[src/rtl/simple_circuit_input_conditioner_if.sv]
// Switch-input conditioner bus: raw pins and enable in,
// debounced levels, edge strobes and status out.
interface simple_circuit_input_conditioner_if #(
  parameter int NCH = 3
);
  logic           ena;
  logic [NCH-1:0] raw_in;
  logic [NCH-1:0] clean;
  logic [NCH-1:0] rise;
  logic [NCH-1:0] fall;
  logic           settled;
  logic [3:0]     chg_count;

  modport master (
    output ena,
    output raw_in,
    input  clean,
    input  rise,
    input  fall,
    input  settled,
    input  chg_count
  );

  modport slave (
    input  ena,
    input  raw_in,
    output clean,
    output rise,
    output fall,
    output settled,
    output chg_count
  );
endinterface

[src/rtl/simple_circuit_input_conditioner.sv]
// Two-flop synchronizer plus per-channel counting debouncer
// feeding A/B/C, with edge strobes, settled flag and counter.
module simple_circuit_input_conditioner #(
  parameter int NCH             = 3,
  parameter int DEBOUNCE_CYCLES = 16,
  parameter int CNT_W           = 5
) (
  input logic clk,
  input logic rst_n,
  simple_circuit_input_conditioner_if.slave bus
);

  localparam logic [CNT_W-1:0] LAST =
    CNT_W'(DEBOUNCE_CYCLES - 1);

  typedef enum logic {
    ST_STABLE  = 1'b0,
    ST_PENDING = 1'b1
  } state_e;

  logic [NCH-1:0]            s1_q;
  logic [NCH-1:0]            s2_q;
  logic [NCH-1:0][CNT_W-1:0] cnt_q;
  logic [NCH-1:0][CNT_W-1:0] cnt_d;
  logic [NCH-1:0]            clean_q;
  logic [NCH-1:0]            clean_d;
  logic [NCH-1:0]            rise_q;
  logic [NCH-1:0]            rise_d;
  logic [NCH-1:0]            fall_q;
  logic [NCH-1:0]            fall_d;
  logic [3:0]                chg_q;
  logic [3:0]                chg_d;
  logic [NCH-1:0]            acc;
  logic [3:0]                nacc;
  state_e                    st [NCH];
  logic                      settled;

  // Synchronizer runs whenever out of reset, independent of ena
  always_ff @(posedge clk) begin
    if (!rst_n) begin
      s1_q <= '0;
      s2_q <= '0;
    end else begin
      s1_q <= bus.raw_in;
      s2_q <= s1_q;
    end
  end

  // Decode each channel's debounce state from its counter
  always_comb begin
    for (int i = 0; i < NCH; i++) begin
      st[i] = (cnt_q[i] == '0) ? ST_STABLE : ST_PENDING;
    end
  end

  // Debounce next-state: cancel, count, or accept per channel
  always_comb begin
    cnt_d   = cnt_q;
    clean_d = clean_q;
    rise_d  = '0;
    fall_d  = '0;
    acc     = '0;
    nacc    = '0;
    for (int i = 0; i < NCH; i++) begin
      unique case (1'b1)
        !bus.ena: begin
          cnt_d[i] = '0;
        end
        bus.ena && (s2_q[i] == clean_q[i]): begin
          cnt_d[i] = '0;
        end
        bus.ena && (s2_q[i] != clean_q[i])
          && (cnt_q[i] == LAST): begin
          cnt_d[i]   = '0;
          clean_d[i] = s2_q[i];
          rise_d[i]  = s2_q[i];
          fall_d[i]  = ~s2_q[i];
          acc[i]     = 1'b1;
        end
        default: begin
          cnt_d[i] = cnt_q[i] + CNT_W'(1);
        end
      endcase
    end
    for (int i = 0; i < NCH; i++) begin
      nacc = nacc + 4'(acc[i]);
    end
    chg_d = chg_q + nacc;
  end

  // Debounce state, registered strobes and transition counter
  always_ff @(posedge clk) begin
    if (!rst_n) begin
      cnt_q   <= '0;
      clean_q <= '0;
      rise_q  <= '0;
      fall_q  <= '0;
      chg_q   <= '0;
    end else begin
      cnt_q   <= cnt_d;
      clean_q <= clean_d;
      rise_q  <= rise_d;
      fall_q  <= fall_d;
      chg_q   <= chg_d;
    end
  end

  // Settled when no channel is counting and sync agrees with clean
  always_comb begin
    settled = 1'b1;
    for (int i = 0; i < NCH; i++) begin
      if ((st[i] != ST_STABLE) || (s2_q[i] != clean_q[i])) begin
        settled = 1'b0;
      end
    end
  end

  assign bus.clean     = clean_q;
  assign bus.rise      = rise_q;
  assign bus.fall      = fall_q;
  assign bus.settled   = settled;
  assign bus.chg_count = chg_q;

endmodule

[src/flat_wrapper.sv]
// flat-port wrapper written by rule: the top's interface ports become plain ports
module simple_circuit_input_conditioner_flat 
#(
  parameter int NCH             = 3,
  parameter int DEBOUNCE_CYCLES = 16,
  parameter int CNT_W           = 5
)
  (clk, rst_n, bus_ena, bus_raw_in, bus_clean, bus_rise, bus_fall, bus_settled, bus_chg_count);
  simple_circuit_input_conditioner_if #(.NCH(NCH)) bus_i ();
  input logic clk;
  input logic rst_n;
  input wire logic [$bits(bus_i.ena)-1:0] bus_ena;
  input wire logic [$bits(bus_i.raw_in)-1:0] bus_raw_in;
  output wire logic [$bits(bus_i.clean)-1:0] bus_clean;
  output wire logic [$bits(bus_i.rise)-1:0] bus_rise;
  output wire logic [$bits(bus_i.fall)-1:0] bus_fall;
  output wire logic [$bits(bus_i.settled)-1:0] bus_settled;
  output wire logic [$bits(bus_i.chg_count)-1:0] bus_chg_count;
  assign bus_i.ena = bus_ena;
  assign bus_i.raw_in = bus_raw_in;
  assign bus_clean = bus_i.clean;
  assign bus_rise = bus_i.rise;
  assign bus_fall = bus_i.fall;
  assign bus_settled = bus_i.settled;
  assign bus_chg_count = bus_i.chg_count;
  simple_circuit_input_conditioner #(.NCH(NCH), .DEBOUNCE_CYCLES(DEBOUNCE_CYCLES), .CNT_W(CNT_W)) u_core (.clk(clk), .rst_n(rst_n), .bus(bus_i));
endmodule
[config.mk]
export PLATFORM = sky130hd
export DESIGN_NAME = simple_circuit_input_conditioner_flat
export DESIGN_NICKNAME = d
export VERILOG_FILES = /design/src/rtl/simple_circuit_input_conditioner_if.sv /design/src/rtl/simple_circuit_input_conditioner.sv /design/src/flat_wrapper.sv
export SDC_FILE = /design/constraint.sdc
export NUM_CORES = 1
export LEC_CHECK = 0
export CAP_MARGIN = 0
export CELL_PAD_IN_SITES_DETAIL_PLACEMENT = 0
export CELL_PAD_IN_SITES_GLOBAL_PLACEMENT = 1
export CORE_MARGIN = 2
export CORE_UTILIZATION = 43
export CTS_CLUSTER_DIAMETER = 200
export DETAILED_ROUTE_END_ITERATION = 6
export MAX_ROUTING_LAYER = met4
export PLACE_DENSITY_LB_ADDON = 0.25
export SLEW_MARGIN = 20
export SYNTH_ARGS = -nofsm -noshare
export SYNTH_HDL_FRONTEND = slang
export SYNTH_SLANG_ARGS = --single-unit
[constraint.sdc]
create_clock -name clk -period 7.2 [get_ports clk]
set_input_delay 1.8 -clock clk [delete_from_list [all_inputs] [get_ports clk]]
set_output_delay 1.8 -clock clk [all_outputs]
set_load 0.02 [all_outputs]
# [Word-level counts from Yosys, hierarchy flattened]
# Cells that the tools add are included.
[totals] in_bits=6 elab_cells=65 regBits=34 output_inout_bits=14
[op_classes] n_mux=9 n_addsub=6 bitwise_logic=4 eq_ne=9 reduce_logical=22
[ops] operator="5-bit by 1-bit adder with 5-bit output, second input constant" n=3
[ops] operator="5-bit by 4-bit equality test with 1-bit output, second input constant" n=3
[ops] operator="5-bit logical NOT" n=3
[ops] operator="4-bit OR reduction" n=3
[ops] operator="1-bit logical AND" n=9
[ops] operator="1-bit two-way mux" n=9
[ops] operator="2-bit AND reduction" n=3
[ops] operator="4-bit by 1-bit adder with 4-bit output" n=1
[ops] operator="4-bit adder" n=1
[ops] operator="1-bit NOT" n=4
[ops] operator="1-bit equality test" n=3
[ops] operator="1-bit logical OR" n=3
[ops] operator="1-bit != test" n=3
[ops] operator="1-bit by 1-bit adder with 2-bit output" n=1
[ops] operator="1-bit logical NOT" n=1

# [Depth between registers and ports, before layout]
# Gate-level depths: netlist of run 1.
[logic_depth] ltp_word=7 ltp_mapped=11 mapped_depth_nobuf=11

# [Worst setup path before layout of run 1]
# OpenSTA, ideal clock, no wires.
[synth_timing] path_kind="input port to flip-flop" startpoint="input bus_ena" endpoint="register u_core.chg_q[1] (netlist: u_core.bus.chg_count[1])" path_slack_ns=3.906 t_required_ns=7.085 cell_stages=6 path_buffers=0 arrival_ns=3.179 setup_ns=0.115 path_cell_list="nand3_1 > xor2_1 > fa_1 > inv_1 > fa_1 > and2_1"
[synth_via] elab_chain_len=6 elab_cells_between_ends=12 cone_classes="3 x add/sub; 3 x mux; 6 x reduce/logical"
[synth_rtl] item="start: declaration" line_no="flat_wrapper.sv:12" rtl="input wire logic [$bits(bus_i.ena)-1:0] bus_ena;"
[synth_rtl] item="1-bit logical AND" line_no="simple_circuit_input_conditioner.sv:72" rtl="bus.ena && (s2_q[i] != clean_q[i])"
[synth_rtl] item="1-bit logical AND" line_no="simple_circuit_input_conditioner.sv:73" rtl="&& (cnt_q[i] == LAST): begin"
[synth_rtl] item="1-bit two-way mux" line_no="simple_circuit_input_conditioner.sv:65" rtl="unique case (1'b1)"
[synth_rtl] item="1-bit by 1-bit adder with 2-bit output" line_no="simple_circuit_input_conditioner.sv:86" rtl="nacc = nacc + 4'(acc[i]);"
[synth_rtl] item="4-bit by 1-bit adder with 4-bit output (*)" line_no="simple_circuit_input_conditioner.sv:86"
[synth_rtl] item="4-bit adder (*)" line_no="simple_circuit_input_conditioner.sv:88" rtl="chg_d = chg_q + nacc;"
[synth_rtl] item="net u_core.chg_d[1]" line_no="simple_circuit_input_conditioner.sv:32" rtl="logic [3:0] chg_d;"
[synth_rtl] item="end signal: assignment" line_no="simple_circuit_input_conditioner.sv:104" rtl="chg_q <= chg_d;"
[synth_rtl] item="end: declaration" line_no="simple_circuit_input_conditioner.sv:31" rtl="logic [3:0] chg_q;"
# The timed path passes the listed nets; every way through them passes the cells marked *.
# A chain may end at the register's enable or synchronous reset.

# [Final worst setup path of run 1]
[layout_timing] startpoint="register u_core.clean_q[1] (netlist: u_core.bus.clean[1])" endpoint="output bus_settled"
[layout_via] elab_chain_len=4
[layout_rtl] item="start: declaration" line_no="simple_circuit_input_conditioner.sv:25" rtl="logic [NCH-1:0] clean_q;"
[layout_rtl] item="start signal: assignment" line_no="simple_circuit_input_conditioner.sv:101" rtl="clean_q <= clean_d;"
[layout_rtl] item="1-bit != test" line_no="simple_circuit_input_conditioner.sv:112" rtl="if ((st[i] != ST_STABLE) || (s2_q[i] != clean_q[i])) begin"
[layout_rtl] item="1-bit logical OR" line_no="simple_circuit_input_conditioner.sv:112"
[layout_rtl] item="1-bit two-way mux (2 in a row)" line_no="simple_circuit_input_conditioner.sv:112"
[layout_rtl] item="end: declaration" line_no="flat_wrapper.sv:17" rtl="output wire logic [$bits(bus_i.settled)-1:0] bus_settled;"
# Every way passes these cells.

==> results.ini, run 1 <==
[routing]
route.vias.total = 946
drt_iter0_drc = 25
firstDrtPassIters = 3
final_antenna_net_count = 0
drt-vias-per-instance = 4.55
drc = 0
totalWireLength_um = 2210
wire_per_inst_um = 10.6

[timing]
period_share = 0.538
worst_pin_slew_ns = 0.567
fin_skew_ns = 0.00854
hold_viol = 0
whs_ns = 0.448
maxSlewViolCount = 0
period_needed_ns = 3.87
fin_tns_setup_ns = 0
rsz0062_at_grt = no
slew_headroom = 0.621
setup_viol_count_final = 0
timing.fmax_mhz = 258

[clocking]
cts_made_buffers = 5
cts_tree = built
cts.sinks = 34
htree_levels = 2
clkLatencyLatePin_ns = 0.34
cts_root_buffer = clkbuf_4
cts_setup_buffers = 0
cts_buffer_depth = 2
cts_resized = 0
cts_hold_buf = 0
clk_pin_slew_worst_paths_ns = 0.10

[logic_synthesis]
postSynthCellCount = 139
synthMuxAreaShare = 0.0220
yosys.area.top_type = dfxtp_1
synth-adder-area-share = 0.121
synth-compound-area-share = 0.00915
yosys.area_share.xor_xnor = 0.0704
yosysWarnings = 0
ys_seq_elements = 34
ys_async_sr_fraction = 0
synth_area_leaders = dfxtp_1 50%, ha_1 9.1%, nor2_1 5.5%
synthTopCellsByCount = 34 x dfxtp_1, 20 x nor2_1, 14 x inv_1
syn-cell-area_um2 = 1370
seq_area_frac_synth = 0.498
yosysUniqueCellTypes = 24
syn-num-nets = 157
yosys.area.top_type_share = 0.498
ys.flop_type = dfxtp_1
synth_top_family_by_area = simple AND/OR/NAND/NOR gates
synth_edf_count = 0
synth.most_common_cell = dfxtp_1
avgSynthCellArea_um2 = 9.84
synth-simple-area-share = 0.235

[layout]
nets = 181
fin_area_um2 = 1680
drive_gt1_frac = 0.0671
diodes = 0
area_growth_pct = 23.0

[critical_path]
cp.arrival_ns = 2.07
max_stage_delay_ns = 0.66
rr_startpoint = u_core.cnt_q[0]
start_kind = flop
r2r_cells = 9
crit_family = buffers and inverters
rr_endpoint = u_core.bus.chg_count[1]
cp_num_buf_inv = 1
path_class = flop to primary output
crit_slowest_cell = clkdlybuf4s50_1
end_kind = primary output
required_ns = 5.40
path_cells = xnor2_1, nand4_1, nor4_1, clkdlybuf4s50_1
r2r_slack_ns = 4.69
worst-path-max-fanout = 5

[pwr]
powerDensity_nw_per_um2 = 201
ir_drop_mv = 0.0924
total_leakage_power_uw = 0.000674

[floorplanning]
io_pins = 20
die_y_um = 60.4
initial_utilization = 0.452
dieArea_um2 = 3650
core_um2 = 3030
fp.dieW_um = 60.4
rows = 20

[worst_hold_path]
hold_class = flop to flop
hold_start = u_core.s1_q[1]
hold_end = u_core.s2_q[1]
min_path_cells = 1

[placed_design]
hpwl_um = 1700
gp_congestion = 0.763
place_area_um2 = 1600
portBuffers = 19

[global_routing]
grt_max_degree = 21
grt_pass1_wl_um = 3950
antenna_found_initial = 0
gr-total-overflow = 0
grtUsageTotal = 0.157
grt_pass1_vias = 948

[flow_run]
cap_violations = 0

[outcome]
status = complete, no violations

layer usage:
layer	wire length [um]	vias up	track usage
li1	-	487	-
met1	1020	434	0.176
met2	1030	17	0.242
met3	110	8	0.0512
met4	53	0	0.0952
met5	0	-	-
cell usage in the layout, fill, tap and decap left out, types with 3 or more instances in the layout:
master,instances
and2_1,8
and3_1,3
clkbuf_4,5
clkdlybuf4s50_1,19
dfxtp_1,34
ha_1,10
inv_1,14
mux2i_1,3
nand2_1,8
nand3_1,7
nor2_1,20
nor3b_1,4
xnor2_1,4
xor2_1,7
flip-flops by register name (all words and copies together) (netlist names):
signal                flops
u_core.s1_q               3
u_core.bus.chg_count      4
u_core.s2_q               3
u_core.bus.rise           3
u_core.bus.clean          3
u_core.bus.fall           3
u_core.cnt_q             15
where the power goes:
| group | internal [uW] | switching (uW) |
|---|---|---|
| Combinational | 6.15 | 5.40 |
| Sequential | 190 | 1.09 |
| Clock | 71.9 | 62.8 |
stage by stage:
stage / power (uW) / setup slack, ns / utilization / cells
6_report: 337 / 3.33 / 0.555 / 208
5_1_grt: 353 / 3.13 / 0.555 / 208
4_1_cts: 342 / 3.24 / 0.555 / 208
3_5_place_dp: 207 / 3.15 / 0.530 / 200
3_3_place_gp: 207 / 3.24 / 0.530 / 200
2_1_floorplan: 201 / 3.91 / - / 139
how the worst max path moves through the flow:
stage | slack, ns | startpoint | to | cells past startpoint
after floorplan | 3.91 | bus_ena | u_core.bus.chg_count[1] | 6
after global placement | 3.24 | bus_ena | u_core.bus.chg_count[1] | 7
after detailed placement | 3.15 | bus_ena | u_core.bus.chg_count[1] | 7
after CTS | 3.24 | u_core.bus.clean[1] | bus_settled | 4
after global routing | 3.13 | u_core.cnt_q[2] | bus_settled | 4
final | 3.33 | u_core.bus.clean[1] | bus_settled | 4
cells by family after synthesis:
logic type      Yosys count
xor+xnor                 11
flops                    34
fa+ha+maj                12
mux                       3
buf+inv                  16
simple gates             61
compound gates            2
final cells by class:
| class | count | area (um^2) |
|---|---|---|
| clock buffer | 5 | 37.5 |
| clock inverter | 3 | 40.0 |
| fill | 288 | 1350 |
| inverter | 14 | 52.6 |
| multi-input combinational | 89 | 626 |
| sequential | 34 | 681 |
| tap | 44 | 55.1 |
| timing repair buffer | 19 | 190 |
No activity file was read; power rests on OpenSTA's default activity.
==> run 2: changes to the inputs <==
CORE_UTILIZATION = 36   (was 43)
clock period = 3.4 ns   (was 7.2 ns; I/O delays follow)
==> results.ini, run 2 (same netlist as run 1, synthesis figures left out) <==
[layout]
regMostFlops = u_core.cnt_q  ; unchanged
layout_commonest_cell = dfxtp_1  ; unchanged
area_growth_pct = 26.3  ; was 23.0%
largest_reg_flops = 15  ; unchanged
fillers = 370  ; was 288
diodes = 0  ; unchanged
nets = 182  ; was 181
fin_area_um2 = 1730  ; was 1680 um^2
drive_gt1_frac = 0.0727  ; was 0.0671
layout_common_cells = 34 x dfxtp_1, 20 x nor2_1, 19 x clkdlybuf4s50_1, 14 x inv_1, 10 x ha_1  ; unchanged

[routing]
drc = 0  ; unchanged
firstDrtPassIters = 4  ; was 3
totalWireLength_um = 2370  ; was 2210 um
route.vias.total = 959  ; was 946
drt-vias-per-instance = 4.50  ; was 4.55
final_antenna_net_count = 0  ; unchanged
wire_per_inst_um = 11.1  ; was 10.6 um
drt_iter0_drc = 30  ; was 25

[placed_design]
gp_congestion = 0.731  ; was 0.763
portBuffers = 19  ; unchanged
hpwl_um = 1790  ; was 1700 um
place_area_um2 = 1620  ; was 1600 um^2

[clocking]
clkLatencyLatePin_ns = 0.29  ; was 0.34 ns
cts_hold_buf = 0  ; unchanged
cts_made_buffers = 5  ; unchanged
cts_tree = built  ; unchanged
clk_pin_slew_worst_paths_ns = 0.06  ; was 0.10 ns
cts_setup_buffers = 0  ; unchanged
cts_buffer_depth = 2  ; unchanged
cts.sinks = 34  ; unchanged
htree_levels = 2  ; unchanged
cts_resized = 0  ; unchanged
cts_root_buffer = clkbuf_8  ; was clkbuf_4

[critical_path]
start_kind = flop  ; unchanged
worst-path-max-fanout = 5  ; unchanged
cp.arrival_ns = 2.00  ; was 2.07 ns
end_kind = primary output  ; unchanged
required_ns = 2.55  ; was 5.40 ns
path_class = flop to primary output  ; unchanged

[floorplanning]
die_y_um = 65.6  ; was 60.4 um
initial_utilization = 0.374  ; was 0.452
rows = 22  ; was 20
dieArea_um2 = 4310  ; was 3650 um^2
fp.dieW_um = 65.6  ; was 60.4 um
core_um2 = 3660  ; was 3030 um^2
io_pins = 20  ; unchanged

[timing]
setup_viol_count_final = 0  ; unchanged
worst_pin_slew_ns = 0.365  ; was 0.567 ns
period_share = 0.837
rsz0062_at_grt = no  ; unchanged
timing.fmax_mhz = 351
slew_headroom = 0.755  ; was 0.621
fin_tns_setup_ns = 0  ; unchanged
fin_skew_ns = 0.00248  ; was 0.00854 ns
period_needed_ns = 2.85
hold_viol = 0  ; unchanged
maxSlewViolCount = 0  ; unchanged

[global_routing]
grt_pass1_wl_um = 4390  ; was 3950 um
grtUsageTotal = 0.141  ; was 0.157
antenna_found_initial = 0  ; unchanged
gr-total-overflow = 0  ; unchanged
grt_max_degree = 21  ; unchanged
grt_pass1_vias = 1023  ; was 948

[flow_run]
cap_violations = 0  ; unchanged

[pwr]
total_leakage_power_uw = 0.000692  ; was 0.000674 uW
ir_drop_mv = 0.256  ; was 0.0924 mV
powerDensity_nw_per_um2 = 448  ; was 201 nW/um^2

[outcome]
status = complete, no violations  ; unchanged

[worst_hold_path]
hold_class = flop to flop  ; unchanged

run 2: cell types whose count changed in the layout (fill, tap and decap cells not counted):
cell / delta
clkbuf_8: +8
buf_4: +1
clkinv_2: -2
clkbuf_4: -5
bufinv_16: -1
run 2: final timing paths:
check | from | to | slack [ns] | cells past startpoint
setup reg to reg | u_core.cnt_q[0] | u_core.bus.chg_count[1] | 0.86 | 9
hold / removal | u_core.s1_q[2] | u_core.s2_q[2] | 0.43 | 1
setup / recovery | u_core.bus.clean[1] | bus_settled | 0.55 | 4
hold reg to reg | u_core.s1_q[2] | u_core.s2_q[2] | 0.43 | 1
run 2: metal layers:
metal	wire [um]	track usage
met1	1090	0.156
met2	1120	0.223
met3	84	0.0411
met5	0	-
met4	78	0.0859
run 2: final cells by class:
class / count / area, um^2 / area share
inverter: 14 / 52.6 / 0.0304
multi-input combinational: 89 / 626 / 0.362
clock buffer: 8 / 110 / 0.0638
sequential: 34 / 681 / 0.394
timing repair buffer: 20 / 198 / 0.114
tap: 48 / 60.1 / 0.0348
run 2: worst max-delay path, stage by stage (launching register included):
cell,delay (ns)
dfxtp_1,0.35
xnor2_1,0.34
nand4_1,0.13
nor4_1,0.23
clkdlybuf4s50_1,0.66
run 2: power by group:
group	switching [uW]	internal [uW]
Combinational	11.5	13.7
Sequential	2.29	402
Clock	139	204
Total	153	620
run 2: per-stage QoR:
| step | hold WS, ns | total power (uW) | util | setup slack [ns] | std cells |
|---|---|---|---|---|---|
| 3_5_place_dp | 0.417 | 439 | 0.442 | 0.319 | 205 |
| 6_report | 0.433 | 773 | 0.472 | 0.553 | 213 |
| 5_1_grt | 0.458 | 814 | 0.472 | 0.375 | 213 |
| 2_1_floorplan | 0.412 | 426 | - | 1.06 | 139 |
| 3_3_place_gp | 0.416 | 439 | 0.442 | 0.402 | 205 |
| 4_1_cts | 0.433 | 787 | 0.472 | 0.527 | 213 |
